### src/rtl/persiana_motor_ctrl.sv
// persiana_motor_ctrl -- blind motor drive controller.
// Resolves manual/automatic raise and lower requests, drives the motor in one
// direction at a time, stops at the limit switches, inserts a motor-off dead
// time between any stop and the next start, and latches a fault when both limit
// switches read active together.
// Optional build macro PERSIANA_TIMEOUT_EN adds a travel timeout that faults a
// motion lasting TIMEOUT_CYC cycles; without it motion is unbounded.
module persiana_motor_ctrl #(
    parameter int DEAD_CYC    = 16,
    parameter int TIMEOUT_CYC = 1000,
    parameter int CW          = 16
) (
    input  logic Reloj,
    input  logic reset,
    input  logic auto_subir,
    input  logic auto_bajar,
    input  logic man_subir,
    input  logic man_bajar,
    input  logic Ssup,
    input  logic Sinf,
    input  logic borrar_falla,
    output logic motor_subir,
    output logic motor_bajar,
    output logic ocupado,
    output logic falla
);

    typedef enum logic [2:0] {
        REPOSO   = 3'd0,
        SUBIENDO = 3'd1,
        BAJANDO  = 3'd2,
        MUERTO   = 3'd3,
        FALLA    = 3'd4
    } estado_t;

    typedef enum logic [1:0] {
        REQ_STOP  = 2'd0,
        REQ_SUBIR = 2'd1,
        REQ_BAJAR = 2'd2
    } req_t;

    // Dead counter counts down to zero, so MUERTO spans exactly DEAD_CYC cycles.
    localparam logic [CW-1:0] DEAD_LOAD = CW'(DEAD_CYC - 1);
    localparam logic [CW-1:0] CNT_ONE   = CW'(1);

    req_t          req;
    logic          sensor_fault;

    estado_t       state_q, state_d;
    logic [CW-1:0] dead_q, dead_d;
    logic          motor_subir_q, motor_bajar_q, ocupado_q, falla_q;

`ifdef PERSIANA_TIMEOUT_EN
    localparam logic [CW-1:0] TRAV_LAST = CW'(TIMEOUT_CYC - 1);

    logic [CW-1:0] trav_q, trav_d;
    logic          trav_expired;

    assign trav_expired = (trav_q == TRAV_LAST);
`else
    // Timeout length has no effect in this build; fold it into a sink signal.
    logic unused_timeout_cfg;

    assign unused_timeout_cfg = ^CW'(TIMEOUT_CYC);
`endif

    // Both limit switches active at once is physically impossible: wiring fault.
    assign sensor_fault = Ssup & Sinf;

    // Request arbitration: a single manual button wins, two manual buttons stop,
    // otherwise a single automatic request is honoured.
    always_comb begin
        req = REQ_STOP;
        if (man_subir && !man_bajar) begin
            req = REQ_SUBIR;
        end else if (man_bajar && !man_subir) begin
            req = REQ_BAJAR;
        end else if (!man_subir && !man_bajar) begin
            if (auto_subir && !auto_bajar) begin
                req = REQ_SUBIR;
            end else if (auto_bajar && !auto_subir) begin
                req = REQ_BAJAR;
            end
        end
    end

    // Next-state and counter logic; sensor fault overrides every transition.
    always_comb begin
        state_d = state_q;
        dead_d  = dead_q;
`ifdef PERSIANA_TIMEOUT_EN
        trav_d  = trav_q;
`endif
        if (sensor_fault) begin
            state_d = FALLA;
        end else begin
            unique case (state_q)
                REPOSO: begin
                    // Requests toward an already reached limit are dropped.
                    if (req == REQ_SUBIR && !Ssup) begin
                        state_d = SUBIENDO;
`ifdef PERSIANA_TIMEOUT_EN
                        trav_d  = '0;
`endif
                    end else if (req == REQ_BAJAR && !Sinf) begin
                        state_d = BAJANDO;
`ifdef PERSIANA_TIMEOUT_EN
                        trav_d  = '0;
`endif
                    end
                end
                SUBIENDO: begin
                    // Limit reached, stop request or reversal all pass through dead time.
                    if (Ssup || req != REQ_SUBIR) begin
                        state_d = MUERTO;
                        dead_d  = DEAD_LOAD;
                    end
                end
                BAJANDO: begin
                    if (Sinf || req != REQ_BAJAR) begin
                        state_d = MUERTO;
                        dead_d  = DEAD_LOAD;
                    end
                end
                MUERTO: begin
                    // Requests are ignored here and re-evaluated once back in REPOSO.
                    if (dead_q == '0) begin
                        state_d = REPOSO;
                    end else begin
                        dead_d = dead_q - CNT_ONE;
                    end
                end
                FALLA: begin
                    // Clear is only honoured once the sensor conflict is gone.
                    if (borrar_falla) begin
                        state_d = REPOSO;
                    end
                end
                default: begin
                    state_d = REPOSO;
                end
            endcase
`ifdef PERSIANA_TIMEOUT_EN
            // A motion that keeps going past its travel budget is treated as stuck.
            if ((state_q == SUBIENDO || state_q == BAJANDO) && state_d == state_q) begin
                if (trav_expired) begin
                    state_d = FALLA;
                end else begin
                    trav_d = trav_q + CNT_ONE;
                end
            end
`endif
        end
    end

    // State, counters and outputs; outputs are decoded from the next state so the
    // motor drive follows a request with one cycle of latency.
    always_ff @(posedge Reloj) begin
        if (!reset) begin
            state_q       <= REPOSO;
            dead_q        <= '0;
`ifdef PERSIANA_TIMEOUT_EN
            trav_q        <= '0;
`endif
            motor_subir_q <= 1'b0;
            motor_bajar_q <= 1'b0;
            ocupado_q     <= 1'b0;
            falla_q       <= 1'b0;
        end else begin
            state_q       <= state_d;
            dead_q        <= dead_d;
`ifdef PERSIANA_TIMEOUT_EN
            trav_q        <= trav_d;
`endif
            motor_subir_q <= (state_d == SUBIENDO);
            motor_bajar_q <= (state_d == BAJANDO);
            ocupado_q     <= (state_d != REPOSO);
            falla_q       <= (state_d == FALLA);
        end
    end

    assign motor_subir = motor_subir_q;
    assign motor_bajar = motor_bajar_q;
    assign ocupado     = ocupado_q;
    assign falla       = falla_q;

endmodule

### config.mk
export PLATFORM = sky130hd
export DESIGN_NAME = persiana_motor_ctrl
export DESIGN_NICKNAME = d
export VERILOG_FILES = /design/src/rtl/persiana_motor_ctrl.sv
export SDC_FILE = /design/constraint.sdc
export NUM_CORES = 1
export LEC_CHECK = 0
export CORE_MARGIN = 1.5
export CORE_UTILIZATION = 27
export DETAILED_ROUTE_END_ITERATION = 16
export DONT_BUFFER_PORTS = 1
export GPL_TIMING_DRIVEN = 0
export PLACE_DENSITY = 0.43
export RECOVER_POWER = 100
export SLEW_MARGIN = 15
export SYNTH_ARGS = -nofsm -noshare
export SYNTH_HDL_FRONTEND = slang
export SYNTH_SLANG_ARGS = --single-unit
### constraint.sdc
create_clock -name Reloj -period 2.85 [get_ports Reloj]
set_clock_uncertainty 0.2 [all_clocks]
set_input_delay 0.57 -clock Reloj [delete_from_list [all_inputs] [get_ports Reloj]]
set_output_delay 0.57 -clock Reloj [all_outputs]
set_load 0.005 [all_outputs]
# --- Word level (Yosys, flattened, before mapping) ---
# Cells that the tools add are included.
classes:
  mul: 0
  eq_ne: 14
  bitwise: 2
  reduce_logical: 20
  mux: 17
  n_div: 0
  add_sub_neg: 1
  shift: 0
  order_cmp: 0
op_table:
  columns: ["operator", "count"]
  rows:
  - ["16-bit two-way mux", 3]
  - ["16-bit one-hot mux with 3 select lines", 1]
  - ["3-bit two-way mux", 7]
  - ["16-bit logical NOT", 1]
  - ["16-bit by 1-bit subtractor with 16-bit output, second input constant", 1]
  - ["3-bit one-hot mux with 5 select lines", 1]
  - ["2-bit two-way mux", 5]
  - ["3-bit by 2-bit == test with 1-bit output, second input constant", 3]
  - ["2-bit != test, second input constant", 4]
  - ["1-bit logical AND", 7]
  - ["3-bit by 1-bit == test with 1-bit output, second input constant", 2]
  - ["3-bit == test, second input constant", 2]
  - ["1-bit logical NOT", 6]
  - ["3-bit nonzero test", 2]
  - ["5-bit AND reduction", 1]
  - ["3-bit logical NOT", 1]
  - ["2-bit by 1-bit == test with 1-bit output, second input constant", 1]
  - ["2-bit == test, second input constant", 1]
  - ["1-bit logical OR", 2]
  - ["2-bit by 1-bit != test with 1-bit output, second input constant", 1]
  - ["1-bit bitwise AND", 1]
  - ["1-bit NOT", 1]
totals:
  mem_bits_ro: 0
  n_memories: 0
  ff_bits: 23
  mem_bits_rw: 0
  in_bits: 9
  out_inout_bits: 4
  latch_bits: 0

# --- Depth between registers and ports, before layout ---
# Gate-level depths: netlist of the first run.
logic_depth:
  ltp_word: 14
  mapped_depth: 8
  mapped_depth_nobuf: 7

# --- Worst setup path before layout of the first run ---
# OpenSTA, ideal clock, no wires.
synth_path:
  path_type: "input port to flip-flop"
  from: "in auto_subir"
  to: "reg dead_q[13]"
  t_required_ns: 2.579
  t_arrival_ns: 1.817
  cell_stages: 6
  slack_ns: 0.762
  setup_ns: 0.071
  path_buffers: 1
  path_cell_list: "nor2b_1 o21ai_2 o2111ai_1 buf_2 or4_1 a21oi_1"
synth_between:
  elab_chain_len: 11
  word_cells_on_any_way: 15
  classes_between: "eq/ne (4); mux (5); reduce/logical (6)"
synth_rtl:
  columns: ["element", "line_no", "text"]
  rows:
  - ["from (decl)", "15", "input logic auto_subir,"]
  - ["1-bit logical NOT", "81", "end else if (auto_bajar && !auto_subir) begin"]
  - ["1-bit logical AND", "81", null]
  - ["2-bit two-way mux", "81", null]
  - ["2-bit two-way mux *", "79", "if (auto_subir && !auto_bajar) begin"]
  - ["2-bit two-way mux *", "78", "end else if (!man_subir && !man_bajar) begin"]
  - ["2-bit two-way mux *", "76", "end else if (man_bajar && !man_subir) begin"]
  - ["2-bit two-way mux *", "74", "if (man_subir && !man_bajar) begin"]
  - ["2-bit != test or 2-bit by 1-bit != test with 1-bit output (tied branches)", "120, 114", null]
  - ["1-bit logical OR (on tied branches)", "120, 114", null]
  - ["2-bit != test (no source line)", null, null]
  - ["5-bit AND reduction (no source line) *", null, null]
  - ["to (signal assigned)", "161", "dead_q <= '0;"]
  - ["to (signal assigned)", "171", "dead_q <= dead_d;"]
  - ["to (decl)", "50", "logic [CW-1:0] dead_q, dead_d;"]
# Mark *: on every way between the ends. The rest lies on a longest branch, timed or not.
# A chain may end at the register's enable or synchronous reset.

# --- Worst setup path after layout of the first run ---
layout_path:
  from: "reg dead_q[0]"
  to: "reg dead_q[3]"
layout_between:
  elab_chain_len: 3
  word_cells_on_any_way: 6
  classes_between: "add/sub (1); eq/ne (1); mux (2); reduce/logical (2)"
layout_rtl:
  columns: ["element", "line_no"]
  rows:
  - ["16-bit by 1-bit subtractor with 16-bit output or 16-bit logical NOT (tied branches)", "130, 127"]
  - ["16-bit two-way mux or 2-bit != test (tied branches)", null]
  - ["16-bit one-hot mux with 3 select lines or 5-bit AND reduction (tied branches)", null]
# Several ways; a longest one is shown, not always the timed one. The select of a mux whose other input is x is not followed.

==> results.cfg, run 1 <==
[run_status]
outcome = finished with violations
violations = DRC

[sta]
tightest_slew_ns = 0.574
fmax_mhz = 416
holdWs_ns = 0.217
slew_viol_final = 0
hold_viol = 0
rsz0062_at_grt = no
fin_setup_tns_ns = 0
setup_viol = 0
max_slew_margin_pct = 61.7
period_share_pct = 84.4
worst_slack_ns = 0.445
fin_crit_ns = 2.41

[critical_path]
crit_path_end_kind = flip-flop
crit_type = reg -> reg
path_max_fanout = 10
crit_path_start_kind = flip-flop
required_ns = 2.84
arrival_ns = 2.39
rrSetupSlack_ns = 0.44

[clock_network]
cts_setup_buffers = 0
cts_root_buf = clkbuf_8
holdBufCountCts = 0
path_clk_slew_ns = 0.09
clk_latency_ns = 0.27
cts_buffer_depth = 2
cts-resized-gates = 0
h-tree-depth = 1
clock-sinks = 23
numCtsBuffers = 3
cts_tree = yes

[power_and_ir_drop]
p_leak_nw = 0.493
irDropWorstVdd_v = 0.000281
finalPower_uw = 824
power_density_nw_per_um2 = 599

[drt]
viasPerCell = 5.58
drt_wl_total_um = 3060
drc = 2
vias = 1115
ant_nets = 0
wl_per_cell_um = 15.3
first_pass_iters = 10
drt_first_iter_violations = 68

[placed_design]
port_buffers = 0
hpwl_um = 2220
placedInstanceArea_um2 = 1340
place.gp.congestion = 0.799
dp_cells = 196
place_ws_ns = 0.470

[layout]
nNetsFinal = 159
final-instance-count-excl-fill = 200
final_core_util_pct = 31.0
antennaDiodeCount = 0
fin_area_um2 = 1380
final_layout_size_suffix_gt1_share_pct = 12.2
fill_cells = 481
syn_to_final_growth_pct = 8.27

[global_route]
use_met1_pct = 18.5
use_met2_pct = 20.0
grt_pass1_vias = 1072
grt_start_max_net_pins = 14
grt_use_met3_pct = 2.95
overflow = 0
antenna_found_initial = 0
grt_pass1_wl_um = 5240
busiest_layer = met2
grt_usage_pct = 12.9

[logic_synthesis]
syn-cell-area_um2 = 1270
synth_area_leaders = dfxtp_1 (36%), o31ai_1 (5.3%), a21oi_1 (4.7%)
synth_async_sr_flop_share_pct = 0
ys_warn_count = 0
syn_inst = 144
synth_top_area_share_pct = 36.2
syn_nets = 154
ys_ff_latch = 23
seq_area_frac_synth_pct = 36.2
ys_types = 48
synth-main-ff-cell = dfxtp_1
yosys.area.top_type = dfxtp_1
synth-edff-count = 0
avgSynthCellArea_um2 = 8.83

[floorplan]
die_width_um = 71.6
die_h_um = 71.6
die_area_um2 = 5130
coreArea_um2 = 4440
row_count = 24
io_pins = 13
initial_core_util_pct = 28.6

[run]
max_cap_violations = 0

[hold_path]
hold_class = in -> reg
-- layout by cell type, fill, tap and decap left out, types with 2 or more instances in the layout --
master,count
clkbuf_8,3
and2_0,2
nor3_1,4
or4_1,8
nand3b_1,3
a31oi_1,2
or2_2,2
and2b_1,2
buf_2,2
nor2_1,6
mux2i_1,3
dfxtp_1,23
o2111ai_1,2
o31ai_1,9
or4_4,2
nand2b_1,7
a21oi_1,13
nor2b_1,3
nor4_1,3
inv_1,4
nand3_1,4
o22a_1,2
nand2_1,11
o21ai_1,2
a211oi_1,2
-- sequential cells by signal, summed over array words and instances (netlist names) --
signal       cells
ocupado          1
falla            1
motor_bajar      1
state_q          3
motor_subir      1
dead_q          16
-- worst paths after layout --
| check | depth (start not counted) | start | endpoint |
|---|---|---|---|
| worst max register to register | 8 | dead_q[0]$_SDFFE_PN0P_ | dead_q[3]$_SDFFE_PN0P_ |
| worst min-delay path | 1 | reset | ocupado$_SDFF_PN0_ |
| worst min register to register | 2 | dead_q[8]$_SDFFE_PN0P_ | dead_q[8]$_SDFFE_PN0P_ |
| worst max-delay path | 8 | dead_q[0]$_SDFFE_PN0P_ | dead_q[3]$_SDFFE_PN0P_ |
-- layout make-up --
class,instances,area (µm²),share of cell area (%)
sequential,23,460,33.5
clock inverter,1,5.00,0.364
inverter,4,15.0,1.09
multi-input combinational,113,768,55.8
buffer,4,21.3,1.55
clock buffer,3,41.3,3.00
tap,52,65.1,4.73
-- layer usage --
metal / part of all wire, % / vias up
met1: 49 / 525
met2: 46 / 22
met3: 4.1 / 2
met5: 0 / -
li1: - / 566
met4: 0.65 / 0
-- worst max-delay path, stage by stage, from the launching register on --
cell and delay [ns]:
dfxtp_1 0.34, inv_1 0.06, ha_1 0.20, nor4b_4 0.38, and4_1 0.33, and2b_1 0.31, buf_4 0.24, o31ai_1 0.09
a31oi_1 0.18
-- cells by family (layout without fill, tap and decap cells) --
group	Yosys count	count (layout)	synth area share [%]
AOI/OAI and AO/OA	41	41	22.4
buffers and inverters	8	12	2.95
muxes	3	3	2.36
adders and majority gates	1	1	0.984
DFF	23	23	36.2
and+or+nand+nor	68	68	35.0
-- Yosys cell counts (2+ instances only) --
library cell / number
o22a_1: 2
nor2b_1: 3
a31oi_1: 2
nor4_1: 3
nand2_1: 11
or2_2: 2
inv_1: 4
mux2i_1: 3
nand2b_1: 7
buf_2: 3
nand3_1: 4
nand3b_1: 3
a211oi_1: 2
or4_1: 8
o2111ai_1: 2
dfxtp_1: 23
and2_1: 2
a21oi_1: 12
nor2_1: 6
o31ai_1: 9
or4_4: 2
nor3_1: 4
o21ai_1: 2
-- power breakdown --
group	leakage (nW)	internal (mW)	switching, mW
Combinational	0.280	0.0981	0.139
Clock	0.0255	0.0976	0.111
Sequential	0.187	0.348	0.0295
Total	0.493	0.544	0.280
Note: power is estimated with default switching activity, not from simulation.
==> run 2, diff against run 1 <==
Settings changed: ABC_AREA from default to 1, PLACE_DENSITY 0.43 to 0.45.
Clock period 2.85 ns to 2.1 ns, I/O delays scaled along.
==> run 2 against run 1 <==
The flow now finishes without violations. Clock power increased by 41%. First-iteration DRC count decreased by 25%. Total power increased by 35%. Sequential share of layout area decreased by 5.3 points. Via count increased by 25%. Largest cell class unchanged. Critical endpoint unchanged.
==> results.cfg, run 2 <==
[clock_network]
clk_latency_ns = 0.27
numCtsBuffers = 3
cts_buffer_depth = 2
clock-sinks = 23
h-tree-depth = 1
path_clk_slew_ns = 0.09
cts_root_buf = clkbuf_8
cts-resized-gates = 0
cts_tree = yes

[critical_path]
cpPeakStageDelay_ns = 0.36
required_ns = 2.11
crit_path_end_kind = flip-flop
critPathBufInv = 3
reg2reg_from = dead_q[0]$_SDFFE_PN0P_
r2r_cells = 10
arrival_ns = 1.91
crit_family = simple AND/OR/NAND/NOR gates
path_max_fanout = 10
path_cells = inv_1 -> ha_1 -> nand2_2 -> inv_1 -> nand3_1 -> nor2_1 -> nor2_4 -> buf_6 -> nand2_1 -> a21oi_2
rr_endpoint = dead_q[3]$_SDFFE_PN0P_
crit_path_start_kind = flip-flop
setup.worst_path.start = dead_q[0]$_SDFFE_PN0P_
cp_common_cell = inv_1
rrSetupSlack_ns = 0.20
slowest_stage = dfxtp_1
cp-endpoint = dead_q[3]$_SDFFE_PN0P_
critical_path_depth = 10
crit_type = reg -> reg

[logic_synthesis]
ys_ff_latch = 23
seq_area_frac_synth_pct = 30.7
synth-edff-count = 0
synth-main-ff-cell = dfxtp_1
synth_top_cells_by_count = nand2_1 (83), nor2_1 (43), inv_1 (27), dfxtp_1 (23), nand3_1 (14)
synth_async_sr_flop_share_pct = 0
synth.most_common_cell = nand2_1
ys_warn_count = 0
ys_types = 24
syn_nets = 252
syn-cell-area_um2 = 1500
yosys.area.top_type = dfxtp_1
synth_top_area_share_pct = 30.7
synth_area_leaders = dfxtp_1 (31%), nand2_1 (21%), nor2_1 (11%)
syn_inst = 242
avgSynthCellArea_um2 = 6.20

[floorplan]
io_pins = 13
die_area_um2 = 6010
die_h_um = 77.5
row_count = 26
coreArea_um2 = 5240
initial_core_util_pct = 28.6
die_width_um = 77.5

[sta]
rsz0062_at_grt = no
fmax_mhz = 527
tightest_slew_ns = 0.665
fin_setup_tns_ns = 0
holdWs_ns = 0.0506
setup_viol = 0
slew_viol_final = 0
max_slew_margin_pct = 55.7
period_share_pct = 90.4
hold_viol = 0
fin_crit_ns = 1.90

[power_and_ir_drop]
sw_frac_of_total_pct = 36.0
finalPower_mw = 1.11
netSwitchingPower_uw = 401
clkPwrFrac_pct = 26.5
power_density_nw_per_um2 = 681
p_comb_share_pct = 30.7
p_leak_nw = 0.784
irDropWorstVdd_v = 0.000302
p_int_uw = 714
seq_power_share_pct = 42.8

[run_status]
outcome = completed

[global_route]
grt_usage_pct = 13.1
grt_pass1_vias = 1264
grt_pass1_wl_um = 6240
overflow = 0
antenna_found_initial = 0
grt_start_max_net_pins = 15

[layout]
syn_to_final_growth_pct = 9.17
final_layout_size_suffix_gt1_share_pct = 11.3
fill_cells = 605
layout_commonest_cell = nand2_1
fin_area_um2 = 1640
largest-register = dead_q
final-instance-count-excl-fill = 318
reg_top3 = dead_q x16, state_q x3
nNetsFinal = 259
antennaDiodeCount = 0
mostFrequentLayoutCells = nand2_1 (83), nor2_1 (44), inv_1 (27)
largest_reg_flops = 16

[placed_design]
place.gp.congestion = 0.831
hpwl_um = 2700
dp_cells = 312
port_buffers = 0
placedInstanceArea_um2 = 1590

[drt]
drt_wl_total_um = 3680
viasPerCell = 4.37
drc = 0
vias = 1391
ant_nets = 0
wl_per_cell_um = 11.6
first_pass_iters = 4
drt_first_iter_violations = 51

[hold_path]
hold_class = in -> reg
hold_path_depth = 2

[run]
max_cap_violations = 0
[run 2: cell types whose count changed in the layout (fill, tap and decap cells not counted), sizes merged, moves of 4 or more]
| cell | before | now |
|---|---|---|
| nand3 | 5 | 15 |
| o21ai | 4 | 0 |
| inv | 4 | 29 |
| a21oi | 13 | 19 |
| nand2 | 11 | 86 |
| nor4 | 4 | 0 |
| or4 | 10 | 0 |
| nor2 | 6 | 46 |
| o31ai | 9 | 0 |
| nand2b | 7 | 0 |
[run 2: what timing repair did]
action,CTS,global route
endpoints found under the setup margin,0,2
hold buffers,0,0
setup buffers,0,2
[run 2: how the worst min path moves through the flow]
stage	startpoint	end	slack, ns
after floorplan	dead_q[13]$_SDFFE_PN0P_	dead_q[13]$_SDFFE_PN0P_	0.27
after global placement	dead_q[13]$_SDFFE_PN0P_	dead_q[13]$_SDFFE_PN0P_	0.29
after detailed placement	dead_q[13]$_SDFFE_PN0P_	dead_q[13]$_SDFFE_PN0P_	0.29
after CTS	reset	ocupado$_SDFF_PN0_	0.04
after global routing	reset	ocupado$_SDFF_PN0_	0.04
final	reset	ocupado$_SDFF_PN0_	0.05
[run 2: cell type report]
type | instances | area [µm²] | area share [%]
clock inverters | 1 | 7.51 | 0.458
plain buffers | 5 | 41.3 | 2.52
multi-input cells | 185 | 876 | 53.5
flip-flops and latches | 23 | 460 | 28.1
clock buffers | 3 | 41.3 | 2.52
well taps | 70 | 87.6 | 5.35
repair buffers | 2 | 15.0 | 0.917
inverters | 29 | 109 | 6.65
[run 2: worst register-to-register path, delay by kind of cell, from the launching register on]
kind	cells	cell delay (ns)
buf+inv	3	0.36
flops	1	0.36
simple gates	5	0.56
compound gates	1	0.12
fa+ha+maj	1	0.23
[run 2: logic make-up after synthesis]
group           synth area share (%)
compound gates                  8.84
simple gates                    46.7
buf+inv                         10.0
fa+ha+maj                      0.834
flops                           30.7
xor+xnor                        2.92
[run 2: metrics by stage]
step | setup slack [ns] | util (%)
6_report | 0.201 | 31.3
4_1_cts | 0.144 | 31.2
3_3_place_gp | 0.182 | 30.3
3_5_place_dp | 0.174 | 30.3
5_1_grt | 0.0306 | 31.3
2_1_floorplan | 0.439 | -
[run 2: power groups by stage]
| stage | sequential (mW) | clock (mW) | combinational [mW] |
|---|---|---|---|
| global placement | 0.488 | 0 | 0.338 |
| CTS | 0.478 | 0.311 | 0.341 |
| global route | 0.481 | 0.326 | 0.396 |
| floorplan | 0.483 | 0 | 0.273 |
| finish | 0.478 | 0.295 | 0.342 |
| detailed placement | 0.488 | 0 | 0.339 |
[run 2: metal layers]
metal,GRT usage (%),vias to the layer above,part of all wire (%)
met5,0,-,0
met4,4.91,0,0.90
met3,1.88,2,2.3
met2,18.6,16,41
met1,19.7,615,56
li1,-,758,-
==> run 3, diff against run 2 <==
Settings changed: ABC_AREA 1 to default.
==> run 3 against run 2 <==
Fmax down 7.1%. Register-to-register slack worse by 0.15 ns. Design area down 6.7%. Die area down 15%. Clock-buffer cell count up 1. Setup slack worse by 0.15 ns. Sequential share of layout area up 2.4 points. The run now ends with DRC left. Global-route usage up 0.11 points. First-iteration DRC count up 18%. Critical endpoint unchanged. Sequential cell count unchanged. Combinational power up 23%. Largest power group unchanged.
==> results.cfg, run 3 (synthesis results as in run 1) <==
[drt]
first_pass_iters = 10
drt_wl_total_um = 3240
drt_first_iter_violations = 60
wl_per_cell_um = 15.8
viasPerCell = 5.57
vias = 1142
drc = 2
ant_nets = 0

[sta]
worst_slack_ns = 0.0556
fin_setup_tns_ns = 0
tightest_slew_ns = 0.409
fmax_mhz = 489
slew_viol_final = 0
rsz0062_at_grt = yes
setup_viol = 0
max_slew_margin_pct = 72.5
period_share_pct = 97.4
hold_viol = 0
fin_crit_ns = 2.04

[power_and_ir_drop]
p_leak_nw = 0.536
power_density_nw_per_um2 = 798
irDropWorstVdd_v = 0.000442

[floorplan]
row_count = 24
initial_core_util_pct = 28.6
die_h_um = 71.6
die_width_um = 71.6
io_pins = 13
coreArea_um2 = 4440
die_area_um2 = 5130

[global_route]
grt_pass1_wl_um = 5490
grt_pass1_vias = 1115
grt_usage_pct = 13.2
antenna_found_initial = 0
overflow = 0
grt_start_max_net_pins = 13

[clock_network]
cts_buffer_depth = 2
numCtsBuffers = 3
clock-sinks = 23
clk_latency_ns = 0.26
cts_tree = yes
holdBufCountCts = 0
path_clk_slew_ns = 0.08
h-tree-depth = 1
cts_root_buf = clkbuf_8

[layout]
antennaDiodeCount = 0
nNetsFinal = 164
syn_to_final_growth_pct = 20.2
final_layout_size_suffix_gt1_share_pct = 26.8
layout_commonest_cell = dfxtp_1
largest_reg_flops = 16
mostFrequentLayoutCells = dfxtp_1 (18), a21oi_1 (12), nand2_1 (11)
fill_cells = 464
largest-register = dead_q
fin_area_um2 = 1530
reg_top3 = dead_q x16, state_q x3

[critical_path]
crit_path_start_kind = flip-flop
critPathBufInv = 1
crit_type = reg -> reg
cp-endpoint = dead_q[3]$_SDFFE_PN0P_
path_max_fanout = 8
critical_path_depth = 7
crit_path_end_kind = flip-flop
crit_family = simple AND/OR/NAND/NOR gates
r2r_cells = 7
path_cells = inv_2 -> ha_4 -> nor4b_4 -> and4_4 -> and2b_4 -> or4_1 -> a31oi_1
rr_endpoint = dead_q[3]$_SDFFE_PN0P_
cpPeakStageDelay_ns = 0.46
reg2reg_from = dead_q[0]$_SDFFE_PN0P_
arrival_ns = 2.03
slowest_stage = or4_1
rrSetupSlack_ns = 0.06
setup.worst_path.start = dead_q[0]$_SDFFE_PN0P_
required_ns = 2.08

[hold_path]
holdCritStartpoint = reset
hold_class = in -> reg

[placed_design]
place.gp.congestion = 0.753
placedInstanceArea_um2 = 1340
place_ws_ns = -0.191
port_buffers = 0
hpwl_um = 2190

[run]
max_cap_violations = 0

[run_status]
violations = DRC
outcome = finished with violations
run 3: how the worst min path moves through the flow:
stage	depth (start not counted)	slack, ns	to
floorplan	2	0.25	dead_q[8]$_SDFFE_PN0P_
global placement	2	0.27	dead_q[8]$_SDFFE_PN0P_
detailed placement	2	0.28	dead_q[8]$_SDFFE_PN0P_
CTS	1	0.06	ocupado$_SDFF_PN0_
global route	1	0.06	ocupado$_SDFF_PN0_
finish	1	0.07	ocupado$_SDFF_PN0_
run 3: metal layers:
| layer | routed length (µm) | global-route usage (%) |
|---|---|---|
| met1 | 1540 | 18.8 |
| met2 | 1480 | 21.1 |
| met3 | 207 | 2.95 |
| met4 | 20 | 1.89 |
| met5 | 0 | 0 |
run 3: area by class of cell:
type                    count  area (µm²)  area share [%]
repair buffers              5        37.5            2.46
multi-input cells         113         857            56.1
well taps                  52        65.1            4.26
clock buffers               4        45.0            2.95
flip-flops and latches     23         467            30.5
inverters                   4        15.0           0.983
plain buffers               4        41.3            2.70
run 3: metrics by stage:
stage	cells	power, mW	hold WS [ns]	utilization [%]
3_3_place_gp	196	0.841	0.269	30.1
3_5_place_dp	196	0.845	0.278	30.1
5_1_grt	205	1.30	0.0575	34.4
4_1_cts	203	1.17	0.0588	32.5
2_1_floorplan	144	0.775	0.252	-
6_report	205	1.22	0.0667	34.4
run 3: repair_timing:
item,4_1_cts,5_1_grt
buffers inserted,3,2
pin swaps,1,6
endpoints found under the setup margin,14,14
resized for setup,10,18
run 3: worst register-to-register path, cell delays in order (launching register included):
cell and delay (ns):
dfxtp_2 0.36, inv_2 0.05, ha_4 0.16, nor4b_4 0.13, and4_4 0.22, and2b_4 0.20, or4_1 0.46, a31oi_1 0.19
run 3: power breakdown:
| group | internal, mW | leakage (nW) | total [mW] | switching (mW) |
|---|---|---|---|---|
| sequential | 0.474 | 0.189 | 0.520 | 0.0458 |
| combinational | 0.199 | 0.324 | 0.422 | 0.222 |
| clock | 0.135 | 0.0228 | 0.277 | 0.142 |
